<file path="src/rtl/clk_div_bank.sv">
// Bank of independent runtime-programmable clock dividers sharing one input clock.
// Each channel emits a 50%-duty divided clock plus a tick strobe on every half-period.
module clk_div_bank #(
    parameter int NUM_CH      = 4,
    parameter int CNT_W       = 25,
    parameter int DEFAULT_DIV = 25000000,
    localparam int CH_W       = (NUM_CH > 1) ? $clog2(NUM_CH) : 1
) (
    input  logic              clk_in,
    input  logic              rst_n,
    input  logic [NUM_CH-1:0] en,
    input  logic              sync_restart,
    input  logic              cfg_valid,
    input  logic [CH_W-1:0]   cfg_ch,
    input  logic [CNT_W-1:0]  cfg_div,
    output logic              cfg_ready,
    output logic              cfg_err,
    output logic [NUM_CH-1:0] clk_out,
    output logic [NUM_CH-1:0] tick,
    output logic [NUM_CH-1:0] pending
);

    logic [CNT_W-1:0]  cnt    [NUM_CH];
    logic [CNT_W-1:0]  div    [NUM_CH];
    logic [CNT_W-1:0]  shadow [NUM_CH];
    logic [NUM_CH-1:0] cfg_hit;
    logic              ch_valid;
    logic              xfer;

    assign ch_valid = ({1'b0, cfg_ch} < (CH_W + 1)'(NUM_CH));
    assign xfer     = cfg_valid & cfg_ready;

    // Out-of-range channels are always ready so a bad request is consumed and flagged.
    always_comb begin
        cfg_ready = 1'b1;
        for (int i = 0; i < NUM_CH; i++) begin
            if (cfg_ch == CH_W'(i)) begin
                cfg_ready = ~pending[i];
            end
        end
    end

    always_comb begin
        cfg_hit = '0;
        for (int i = 0; i < NUM_CH; i++) begin
            cfg_hit[i] = xfer & (cfg_ch == CH_W'(i));
        end
    end

    always_ff @(posedge clk_in or negedge rst_n) begin
        if (!rst_n) begin
            cfg_err <= 1'b0;
            clk_out <= '0;
            tick    <= '0;
            pending <= '0;
            for (int i = 0; i < NUM_CH; i++) begin
                cnt[i]    <= '0;
                div[i]    <= CNT_W'(DEFAULT_DIV);
                shadow[i] <= '0;
            end
        end else begin
            cfg_err <= xfer & ~ch_valid;
            for (int i = 0; i < NUM_CH; i++) begin
                if (sync_restart) begin
                    // A write landing with the restart bypasses the shadow entirely.
                    cnt[i]     <= '0;
                    clk_out[i] <= 1'b0;
                    tick[i]    <= 1'b0;
                    pending[i] <= 1'b0;
                    if (cfg_hit[i]) begin
                        div[i] <= cfg_div;
                    end else if (pending[i]) begin
                        div[i] <= shadow[i];
                    end
                end else if (!en[i] || div[i] == '0) begin
                    cnt[i]     <= '0;
                    clk_out[i] <= 1'b0;
                    tick[i]    <= 1'b0;
                    if (pending[i]) begin
                        div[i]     <= shadow[i];
                        pending[i] <= 1'b0;
                    end else if (cfg_hit[i]) begin
                        shadow[i]  <= cfg_div;
                        pending[i] <= 1'b1;
                    end
                end else begin
                    // Divisor swaps only at terminal count, so every half-period is whole.
                    if (cnt[i] == div[i] - CNT_W'(1)) begin
                        cnt[i]     <= '0;
                        clk_out[i] <= ~clk_out[i];
                        tick[i]    <= 1'b1;
                        if (pending[i]) begin
                            div[i]     <= shadow[i];
                            pending[i] <= 1'b0;
                        end
                    end else begin
                        cnt[i]  <= cnt[i] + CNT_W'(1);
                        tick[i] <= 1'b0;
                    end
                    if (cfg_hit[i]) begin
                        shadow[i]  <= cfg_div;
                        pending[i] <= 1'b1;
                    end
                end
            end
        end
    end

endmodule

</file>
<file path="config.mk">
export PLATFORM = sky130hd
export DESIGN_NAME = clk_div_bank
export DESIGN_NICKNAME = d
export VERILOG_FILES = /design/src/rtl/clk_div_bank.sv
export SDC_FILE = /design/constraint.sdc
export NUM_CORES = 1
export LEC_CHECK = 0
export BUFFER_PORTS_ARGS = -buffer_cell sky130_fd_sc_hd__buf_2
export CORE_ASPECT_RATIO = 1.75
export CORE_MARGIN = 2
export CORE_UTILIZATION = 57
export DETAILED_ROUTE_END_ITERATION = 10
export PLACE_DENSITY = 0.83
export SYNTH_ARGS = -nofsm -noshare
export SYNTH_HDL_FRONTEND = slang
export SYNTH_SLANG_ARGS = --single-unit
</file>
<file path="constraint.sdc">
create_clock -name clk_in -period 3.5 [get_ports clk_in]
set_clock_uncertainty 0.05 [all_clocks]
set_input_delay 0.7 -clock clk_in [delete_from_list [all_inputs] [get_ports clk_in]]
set_output_delay 0.7 -clock clk_in [all_outputs]
set_load 0.05 [all_outputs]
</file>
# [Word-level counts from Yosys, hierarchy flattened]
# Cells that the tools add are included.
[totals] regBits=312 latch_bits=0 ramBits=0 romBits=0 input_bits=35 out_inout_bits=14 elab_cells=175 memories=0
[op_classes] add_sub_neg=8 mul=0 div_mod_pow=0 n_lt_le_gt_ge=0 n_eq_ne=11 shifts=0 mux=96 bitwise=14 reduce_logical=25
[ops] operator="2-to-1 mux 25 bit" count=44
[ops] operator="adder 25 x 1 -> 25 bit (second input constant)" count=4
[ops] operator="== test 25 bit" count=4
[ops] operator="zero test 25 bit" count=4
[ops] operator="subtractor 25 x 1 -> 25 bit (second input constant)" count=4
[ops] operator="2-to-1 mux 1 bit" count=52
[ops] operator="nonzero test 4 bit" count=4
[ops] operator="nonzero test 3 bit" count=4
[ops] operator="inverter 1 bit" count=9
[ops] operator="inequality test 2 bit (second input constant)" count=4
[ops] operator="AND reduction 2 bit" count=4
[ops] operator="bitwise AND 1 bit" count=5
[ops] operator="== test 2 bit (second input constant)" count=2
[ops] operator="zero test 1 bit" count=4
[ops] operator="logical OR 1 bit" count=4
[ops] operator="== test 2 x 1 -> 1 bit (second input constant)" count=1
[ops] operator="zero test 2 bit" count=1

# [Logic depth before layout (Yosys ltp)]
[depth] depth_word=11 mapped_depth=14 ltp_nobuf=10

# [Worst setup path after synthesis]
# No wires, ideal clock.
[synth_path] path_type="register -> register" start="register div[50] in the netlist's numbering" end="register cnt[65] in the netlist's numbering" setup_time_ps=121 arrival_time_ps=3609 required_ps=3329 slack_ps=-281 stages_incl_launch_ff=14 path_buffers=3 period_less_slack_ps=3781 cell_sequence="dfrtp_1 -> clkbuf_1 -> inv_1 -> ha_1 -> or4b_2 -> or4_1 -> or4_1 -> xnor2_1 -> nand4bb_1 -> a2111o_1 -> nand2_1 -> buf_2 -> buf_2 -> nor2_1"
[synth_via] elab_chain_len=5 elab_cells_between_ends=7 cone_classes="1 x add/sub; 1 x eq/ne; 3 x mux; 2 x reduce/logical"
[synth_rtl] element="from (decl)" line_no="24" rtl="logic [CNT_W-1:0] div [NUM_CH];"
[synth_rtl] element="from (signal, indexed assignment)" line_no="58" rtl="div[i] <= CNT_W'(DEFAULT_DIV);"
[synth_rtl] element="from (signal, indexed assignment)" line_no="71" rtl="div[i] <= cfg_div;"
[synth_rtl] element="from (signal, indexed assignment)" line_no="73" rtl="div[i] <= shadow[i];"
[synth_rtl] element="subtractor 25 x 1 -> 25 bit" line_no="88" rtl="if (cnt[i] == div[i] - CNT_W'(1)) begin"
[synth_rtl] element="== test 25 bit" line_no="88"
[synth_rtl] element="2-to-1 mux 25 bit" line_no="88"
[synth_rtl] element="2-to-1 mux 25 bit (*)" line_no="75" rtl="end else if (!en[i] || div[i] == '0) begin"
[synth_rtl] element="2-to-1 mux 25 bit (*)" line_no="64" rtl="if (sync_restart) begin"
[synth_rtl] element="to (signal, indexed assignment)" line_no="97" rtl="cnt[i] <= cnt[i] + CNT_W'(1);"
[synth_rtl] element="to (decl)" line_no="23" rtl="logic [CNT_W-1:0] cnt [NUM_CH];"
# Mark *: on every way between the ends. The rest lies on a longest branch, timed or not.
# A chain may end at the register's enable or synchronous reset.

# [Worst setup path after layout]
[layout_path] start="register div[50] in the netlist's numbering" end="register div[73] in the netlist's numbering"
[layout_via] elab_chain_len=4 elab_cells_between_ends=7 cone_classes="1 x add/sub; 1 x eq/ne; 2 x mux; 3 x reduce/logical"
[layout_rtl] element="branches (longest 4 deep; another with subtractor 25 x 1 -> 25 bit)"
# Several ways; the timed one is not identified.

==> flow_summary.ini <==
[global_routing]
grt.busiest_layer = met2
grtUsageMet2_pct = 47.55
grt_usage_pct = 27.79
grt_pass1_wl_um = 73070
grt_max_degree = 101
grt_pass1_vias = 14600
gr-total-overflow = 0
antenna_found_initial = 1
grt_use_met3_pct = 3.370
use_met1_pct = 31.61

[logic_synthesis]
async_reset_ff_share_pct = 100.0
synth-main-ff-cell = dfrtp_1
syn_inst = 1884
netlist_area_um2 = 17750
synth-seq-cells = 312
synth_enable_flop_cells = 0
synth_cell_types = 89
synth-seq-area-share_pct = 44.33
syn_area_per_cell_um2 = 9.421
ys_warn_count = 0
synth_fp_nets = 1927

[floorplan]
rows = 85
chipWidth_um = 137.4
dieArea_um2 = 32620
die_h_um = 237.4
design.core.area_um2 = 30740
initial_core_util_pct = 57.74
boundaryPins = 49

[place]
dpl_worst_slack_ns = -0.1047
gp_congestion = 0.9288
dp_hpwl_um = 31570
placed_area_um2 = 18660
numPortBuffers = 47
post-place-cells = 2272

[timing]
setup_slack_ns = -0.01970
fin_crit_ns = 3.520
period_share_pct = 100.6
finalHoldViolCount = 0
drv_slew = 0
rsz0062_at_grt = true
setup_viol = 6
worstMarginPinSlew_ns = 0.9313
setup-tns-final_ns = -0.06621
fmax_mhz = 284.1
slew_headroom_pct = 37.62

[routing]
wl_um = 44570
dr.pass1.iters = 5
post_drt_wl_per_cell_um = 19.14
vias = 14540
drc = 0
via_per_inst = 6.242
antenna_left = 0
drtIter0Drc = 1081

[worst_setup_path]
timing.critical_path.mode_cell = or4_4
crit_start = div[50]$_DFFE_PN0P_
worst_r2r_endpoint = div[73]$_DFFE_PN0P_
cp_top_family = simple AND/OR/NAND/NOR gates
path_buf_inv = 3
end_kind = register
path_class = reg -> reg
cp.depth = 12
r2r_cells = 12
cp_slowest_cell = or4b_4
cp-start-kind = register
endpoint = div[73]$_DFFE_PN0P_
cp_cell_sequence = inv_4, ha_4, or4b_4, or4_4, or4_4, xnor2_2, nand4bb_1, a2111o_1, a22oi_4, buf_12, clkbuf_16, a2bb2oi_2
worstPathRequired_ns = 3.94
cp_data_arrival_time_ns = 3.96
cp_max_fo = 4
timing.rr.start = div[50]$_DFFE_PN0P_
rrSetupSlack_ns = -0.02
cpPeakStageDelay_ns = 0.45

[clock_tree]
h-tree-depth = 1
cts_root_buf = clkbuf_16
hold_buffers = 0
clock-sinks = 312
numCtsBuffers = 28
worstSkewPairLatency_ns = 0.56
path_clk_slew_ns = 0.07
clk_path_buf_depth = 3
cts_tree = built

[cells_and_area]
final_common_cell = dfrtp_1
area_growth_pct = 11.70
final_area_um2 = 19820
fill_cells = 2333
multi_input_area_um2 = 9130
mostFrequentLayoutCells = dfrtp_1, nor2_1, nand2_1, xnor2_1, xor2_1
drive_gt1_share_pct = 19.00
fin_nets = 1958
final_cells = 2329
regArea_um2 = 7869

[run_status]
status = finished, violations left
failed_checks = setup timing

[power_and_ir_drop]
p_per_area_nw_per_um2 = 555.3
ir_worst_vdd_mv = 0.4527
leakagePower_uw = 0.007888

[job]
drv_cap = 0

[hold_path]
min_path_type = in -> async
-- power by group --
group	internal (µW)	switching, µW	total, µW
logic	1280	1340	2620
registers	4380	685	5060
clock network	1910	1430	3330
-- per-stage QoR --
stage	hold WS, ns	power [µW]	util, %
3_3_place_gp	0.4326	7446	60.72
2_1_floorplan	0.3544	6810	-
3_5_place_dp	0.4465	7606	60.72
4_1_cts	0.01156	10970	64.25
6_report	0.01015	11010	64.50
5_1_grt	0.02784	11520	64.50
-- sequential cells by signal, summed over array words and instances (netlist names) --
signal	count
cnt	100
pending	4
tick	4
div	100
shadow	100
clk_out	4
-- metal layers --
layer | wire length, µm | vias to the layer above
met5 | 0 | -
met4 | 3510 | 0
met3 | 1892 | 197
met2 | 22730 | 473
met1 | 16440 | 7130
li1 | - | 6738
-- logic make-up after synthesis --
logic type	share of synthesized area (%)
AO/OA/AOI/OAI	15.69
XOR/XNOR	10.46
adder cells (fa/ha/maj)	0.5640
buffers and inverters	4.928
flip-flops	44.33
multiplexers	3.927
other	0.02113
AND/OR/NAND/NOR	20.08
-- what timing repair did --
item | 4_1_cts | 5_1_grt
gates resized for setup | 8 | 12
pin swaps | 4 | 1
setup buffers | 2 | 0
gates cloned | 1 | 1
setup endpoints to repair | 40 | 154
-- cell type report --
cell class,count,share of cell area [%]
repair buffers,130,5.264
multi-input cells,1366,46.06
inverters,77,1.471
clock buffers,35,3.976
flip-flops and latches,312,39.69
well taps,391,2.468
clock inverters,17,1.060
diodes,1,0.01262
-- how the worst min path moves through the flow --
stage	slack (ns)	startpoint	to
6_report	0.01	rst_n	cnt[26]$_DFF_PN0_
5_1_grt	0.03	rst_n	cnt[26]$_DFF_PN0_
4_1_cts	0.01	rst_n	div[27]$_DFFE_PN0P_
3_5_place_dp	0.45	shadow[7]$_DFFE_PN0P_	shadow[7]$_DFFE_PN0P_
3_3_place_gp	0.43	cnt[75]$_DFF_PN0_	cnt[75]$_DFF_PN0_
2_1_floorplan	0.35	rst_n	clk_out[0]$_DFFE_PN0P_
-- synth_stat cells, types with 11 or more instances --
library cell	instances	area, µm²
and2_1	12	75.07
nor3b_1	12	90.09
dfrtp_1	264	6606
nor3_1	45	225.2
nor2_1	255	957.2
nor2b_1	18	112.6
and3_1	17	106.4
inv_1	75	281.5
o32a_1	35	350.3
nand2b_1	21	131.4
o32a_2	16	180.2
nor4_1	22	137.6
or3_1	19	118.9
a22oi_1	27	202.7
o21ai_0	69	345.3
nand2_1	123	461.7
or4_1	26	195.2
mux2_2	51	574.3
xor2_1	95	832.1
dfstp_2	48	1261
o22ai_1	56	350.3
buf_6	11	123.9
buf_2	11	55.05
nand3_1	48	240.2
a2bb2oi_2	20	300.3
xnor2_1	117	1025
a21oi_1	68	340.3
clkbuf_1	104	390.4
nand4_1	33	206.5
(Power assumes the default switching activity.)
